**src/rtl/cla_share_arbiter.sv**
```systemverilog
// Round-robin front end that time-shares one external 8-bit CLA between two
// requesters, waits a fixed settle time, then returns a (optionally) saturated sum.
module cla_share_arbiter #(
    parameter int unsigned SETTLE_CYCLES = 2,
    parameter bit          SAT_EN        = 1'b1
) (
    input  logic       clk,
    input  logic       rst_n,

    input  logic       req0_valid,
    input  logic [7:0] req0_a,
    input  logic [7:0] req0_b,
    output logic       req0_ready,

    input  logic       req1_valid,
    input  logic [7:0] req1_a,
    input  logic [7:0] req1_b,
    output logic       req1_ready,

    output logic [7:0] add_a,
    output logic [7:0] add_b,
    input  logic [8:0] add_sum,

    output logic       rsp_valid,
    input  logic       rsp_ready,
    output logic       rsp_id,
    output logic [7:0] rsp_sum,
    output logic       rsp_ovf,
    output logic       rsp_uvf,

    output logic       busy,
    output logic [7:0] sat_cnt
);

    typedef enum logic [1:0] {
        ST_IDLE,
        ST_WAIT,
        ST_RESP
    } state_t;

    localparam logic [3:0] SETTLE_LOAD = 4'(SETTLE_CYCLES - 1);

    state_t     state;
    state_t     state_nxt;
    logic [3:0] settle_cnt;
    logic       last_grant;
    logic       grant0;
    logic       grant1;
    logic       capture;

    logic       ovf_c;
    logic       uvf_c;
    logic [7:0] sum_c;
    logic       unused_carry;

    assign unused_carry = add_sum[8];

    // Grant is combinational in IDLE; rst_n gates it so readys are zero during reset.
    always_comb begin
        state_nxt = state;
        grant0    = 1'b0;
        grant1    = 1'b0;
        case (state)
            ST_IDLE: begin
                if (rst_n) begin
                    if (req0_valid && (!req1_valid || last_grant)) begin
                        grant0 = 1'b1;
                    end else if (req1_valid) begin
                        grant1 = 1'b1;
                    end
                end
                if (grant0 || grant1) begin
                    state_nxt = ST_WAIT;
                end
            end
            ST_WAIT: begin
                if (settle_cnt == '0) begin
                    state_nxt = ST_RESP;
                end
            end
            ST_RESP: begin
                if (rsp_ready) begin
                    state_nxt = ST_IDLE;
                end
            end
            default: state_nxt = ST_IDLE;
        endcase
    end

    assign req0_ready = grant0;
    assign req1_ready = grant1;
    assign busy       = (state != ST_IDLE);
    assign capture    = (state == ST_WAIT) && (settle_cnt == '0);

    always_comb begin
        ovf_c = ~add_a[7] & ~add_b[7] &  add_sum[7];
        uvf_c =  add_a[7] &  add_b[7] & ~add_sum[7];
        sum_c = add_sum[7:0];
        if (SAT_EN && ovf_c) begin
            sum_c = 8'h7F;
        end else if (SAT_EN && uvf_c) begin
            sum_c = 8'h80;
        end
    end

    always_ff @(posedge clk or negedge rst_n) begin
        if (!rst_n) begin
            state <= ST_IDLE;
        end else begin
            state <= state_nxt;
        end
    end

    always_ff @(posedge clk or negedge rst_n) begin
        if (!rst_n) begin
            add_a      <= '0;
            add_b      <= '0;
            rsp_id     <= 1'b0;
            last_grant <= 1'b1;
            settle_cnt <= '0;
        end else if (grant0 || grant1) begin
            add_a      <= grant1 ? req1_a : req0_a;
            add_b      <= grant1 ? req1_b : req0_b;
            rsp_id     <= grant1;
            last_grant <= grant1;
            settle_cnt <= SETTLE_LOAD;
        end else if (state == ST_WAIT && settle_cnt != '0) begin
            settle_cnt <= settle_cnt - 4'd1;
        end
    end

    always_ff @(posedge clk or negedge rst_n) begin
        if (!rst_n) begin
            rsp_valid <= 1'b0;
            rsp_sum   <= '0;
            rsp_ovf   <= 1'b0;
            rsp_uvf   <= 1'b0;
            sat_cnt   <= '0;
        end else if (capture) begin
            rsp_valid <= 1'b1;
            rsp_sum   <= sum_c;
            rsp_ovf   <= ovf_c;
            rsp_uvf   <= uvf_c;
            if ((ovf_c || uvf_c) && sat_cnt != '1) begin
                sat_cnt <= sat_cnt + 8'd1;
            end
        end else if (state == ST_RESP && rsp_ready) begin
            rsp_valid <= 1'b0;
        end
    end

endmodule

```
**config.mk**
```make
export PLATFORM = sky130hd
export DESIGN_NAME = cla_share_arbiter
export DESIGN_NICKNAME = d
export VERILOG_FILES = /design/src/rtl/cla_share_arbiter.sv
export SDC_FILE = /design/constraint.sdc
export NUM_CORES = 1
export LEC_CHECK = 0
export ABC_AREA = 1
export BUFFER_PORTS_ARGS = -buffer_cell sky130_fd_sc_hd__buf_2
export CAP_MARGIN = 0
export CORE_MARGIN = 3
export CORE_UTILIZATION = 49
export DETAILED_ROUTE_END_ITERATION = 16
export HOLD_SLACK_MARGIN = 0.1
export PLACE_DENSITY = 0.83
export SLEW_MARGIN = 20
export SYNTH_ARGS = -nofsm -noshare
export SYNTH_HDL_FRONTEND = slang
export SYNTH_SLANG_ARGS = --single-unit
```
**constraint.sdc**
```tcl
create_clock -name clk -period 1.59 [get_ports clk]
set_clock_uncertainty 0.1 [all_clocks]
set_input_delay 0.159 -clock clk [delete_from_list [all_inputs] [get_ports clk]]
set_output_delay 0.159 -clock clk [all_outputs]
set_load 0.05 [all_outputs]
```
==> results_dict.tcl <==
set metrics [dict create \
    place_area_sq_um 2730 \
    die_area_sq_um 5330 \
    critPathLaunchType "register" \
    multi_input_area_sq_um 1000 \
    fin_area_sq_um 3350 \
    worstReg2RegEnd "add_a[1]" \
    crit_fanout 2 \
    worstSetupPathType "reg2out" \
    fin_crit_sh_pct 98.9 \
    rsz0062_at_grt "true" \
    arrival_ns 1.31 \
    wl_um 6620 \
    p_leak_nw 1.80 \
    yosysWarnings 0 \
    yosys_register_bits 43 \
    worstSetupEndpoint "req0_ready" \
    maxCapViolations 0 \
    slew_violations 0 \
    dpl.hpwl_um 3830 \
    fillers 260 \
    clk_path_buf_depth 2 \
    syn_inst 266 \
    ctsRootBufferMaster "clkbuf_8" \
    pre_cts_slack_ns 0.0500 \
    endpoint_kind "primary output" \
    worstHoldStart "add_sum[6]" \
    yosysSeqAreaShare_pct 48.9 \
    gp_congestion 0.800 \
    grt_max_degree 44 \
    period_minus_slack_ns 1.57 \
    vias 2320 \
    finalPower_mw 6.39 \
    p_per_area_nw_per_um2 1910 \
    cts.sinks 43 \
    ios 85 \
    track_usage_pct 27.0 \
    yosys.area.top_type_share_pct 47.7 \
    yosysTopAreaCell "dfrtp_1" \
    dp_cells 402 \
    instances_no_fill 454 \
    clk-insertion-delay-late_ns 0.29 \
    start_util_pct 52.8 \
    final_net_count 452 \
    seqCellArea_sq_um 1080 \
    worst-r2r-cell-count 7 \
    hold_viol 0 \
    numCtsBuffers 5 \
    required_ns 1.33 \
    relSlewSlack_pct 64.4 \
    setup.worst_path.start "last_grant" \
    fp.coreArea_sq_um 4170 \
    layout_setup_ws_ns 0.0177 \
    worst_pin_slew_ns 0.534 \
    syn-cell-area_sq_um 2200 \
    postSynthAreaPerCell_sq_um 8.28 \
    grt_pass1_vias 2420 \
    synth_fp_nets 315 \
    clk_pin_slew_ns 0.08 \
    fmax_mhz 636 \
    drive_gt1_share_pct 34.9 \
    n_antenna_cell 0 \
    grt.overflow.total 0 \
    syn_to_final_growth_pct 52.3 \
    viasPerCell 5.11 \
    ant_nets 0 \
    remaining_drc_errors 0 \
    io_buffers 83 \
    firstDrtPassIters 4 \
    setup_viol 0 \
    cts_tree "built" \
    holdWs_ns 0.0918 \
    worst_ir_drop_vdd_uv 1370 \
    die_x_um 73.0 \
    hold_class "in2reg" \
    antenna_found_initial 0 \
    outcome "finished, final reports clean" \
    synth.area.top_cells "dfrtp_1, nand2_1, nand3_1, nand3_2, inv_1" \
    wl_per_cell_um 14.6 \
    die_h_um 73.0 \
    dr.first_iter.drc_count 115 \
    ff2ff_setup_slack_ns 0.04 \
    h-tree-depth 2 \
    r2r_start "last_grant" \
    synth_cell_type_count 29 \
    rows 23 \
    grt_first_pass_wirelength_um 11100 \
]
==> registers in the layout, summed over array words and instances, names as in the netlist, 2 cells and up <==
register and flops:
settle_cnt 4, state 2, rsp_sum 8, add_a 8
add_b 8, sat_cnt 8
==> worst max-delay path: stages, from the launching register on <==
cell     delay (ns)
dfstp_2        0.53
inv_2          0.04
nand2_4        0.09
nand4_4        0.13
inv_4          0.09
buf_8          0.14
==> through the flow <==
stage                     utilization (%)  setup TNS (ns)
after detailed placement             65.4               0
final                                80.4               0
after global placement               65.4               0
after global routing                 80.4          -0.207
after floorplan                         -               0
after CTS                            79.6               0
==> routing by layer <==
layer  global-route usage [%]  share of wire (%)
met1                     33.1                 41
met2                     44.9                 47
met3                     8.13                9.6
met4                     9.22                2.4
met5                        0                  0
==> synthesized netlist by cell type <==
cell	number
nand2_1	95
dfrtp_1	42
nand3_1	30
inv_1	25
o21ai_0	13
nand3_2	11
o21ai_1	8
nand4_1	6
nor2_1	5
buf_2	3
ha_1	3
xnor2_1	3
a21oi_1	2
buf_4	2
inv_2	2
nor2_2	2
nor2_4	2
buf_6	1
buf_8	1
dfstp_2	1
inv_4	1
nand2_2	1
nand2_4	1
nand3b_1	1
nand4_4	1
nor3_1	1
o31ai_1	1
or2_0	1
xor2_1	1
==> cells by family (layout without fill, tap and decap cells) <==
| family | count (synthesis) | after routing | synth area share, % |
|---|---|---|---|
| simple gates | 157 | 157 | 34.8 |
| fa+ha+maj | 3 | 3 | 1.70 |
| flops | 43 | 43 | 48.9 |
| xor+xnor | 4 | 4 | 1.59 |
| compound gates | 24 | 24 | 5.57 |
| buf+inv | 35 | 173 | 7.44 |
==> cell usage in the layout (no fill, tap or decap) <==
| cell type | instances |
|---|---|
| nand2_2 | 1 |
| inv_1 | 21 |
| buf_8 | 2 |
| nand3b_1 | 1 |
| buf_4 | 14 |
| nand2_1 | 93 |
| nand3_1 | 30 |
| inv_4 | 2 |
| dfstp_2 | 1 |
| o31ai_1 | 1 |
| clkbuf_8 | 5 |
| nor3_1 | 1 |
| clkinvlp_4 | 1 |
| nand4_4 | 1 |
| nor2_4 | 3 |
| buf_12 | 2 |
| nor2_1 | 5 |
| xor2_1 | 1 |
| nor2_2 | 1 |
| o21ai_1 | 9 |
| inv_2 | 5 |
| nand3_2 | 9 |
| or2_0 | 1 |
| o21ai_0 | 12 |
| bufinv_16 | 2 |
| dlygate4sd3_1 | 38 |
| a21oi_1 | 2 |
| dfrtp_2 | 4 |
| nand3_4 | 2 |
| nand4_1 | 6 |
| buf_2 | 81 |
| ha_2 | 2 |
| dfrtp_1 | 38 |
| xnor2_1 | 3 |
| ha_1 | 1 |
| nand2_4 | 3 |
==> repair_timing <==
item                                    4_1_cts  5_1_grt
hold endpoints to repair                     65        0
resized for setup                            13        8
pin swaps                                     2        3
endpoints found under the setup margin        2       29
buffers inserted                              5        1
hold buffers                                 38        0
==> final cells by class <==
| class | count | share of cell area [%] |
|---|---|---|
| Sequential cell | 43 | 32.3 |
| Multi-Input combinational cell | 188 | 29.9 |
| Timing Repair Buffer | 137 | 28.7 |
| Inverter | 28 | 3.28 |
| Clock buffer | 5 | 2.05 |
| Clock inverter | 3 | 2.01 |
| Tap cell | 50 | 1.87 |
==> how the worst min path moves through the flow <==
| stage | endpoint | cells after the start | slack [ns] |
|---|---|---|---|
| finish | rsp_sum[6] | 3 | 0.09 |
| global route | rsp_sum[2] | 3 | 0.12 |
| CTS | rsp_sum[6] | 3 | 0.10 |
| detailed placement | settle_cnt[2] | 2 | 0.24 |
| global placement | add_b[4] | 2 | 0.23 |
| floorplan | add_a[0] | 0 | -0.24 |
==> where the power goes <==
part	switching [mW]	internal [mW]
combinational	2.51	1.01
sequential	0.316	1.56
clock	0.375	0.626
total	3.20	3.20
Note: power is estimated with default switching activity, not from simulation.
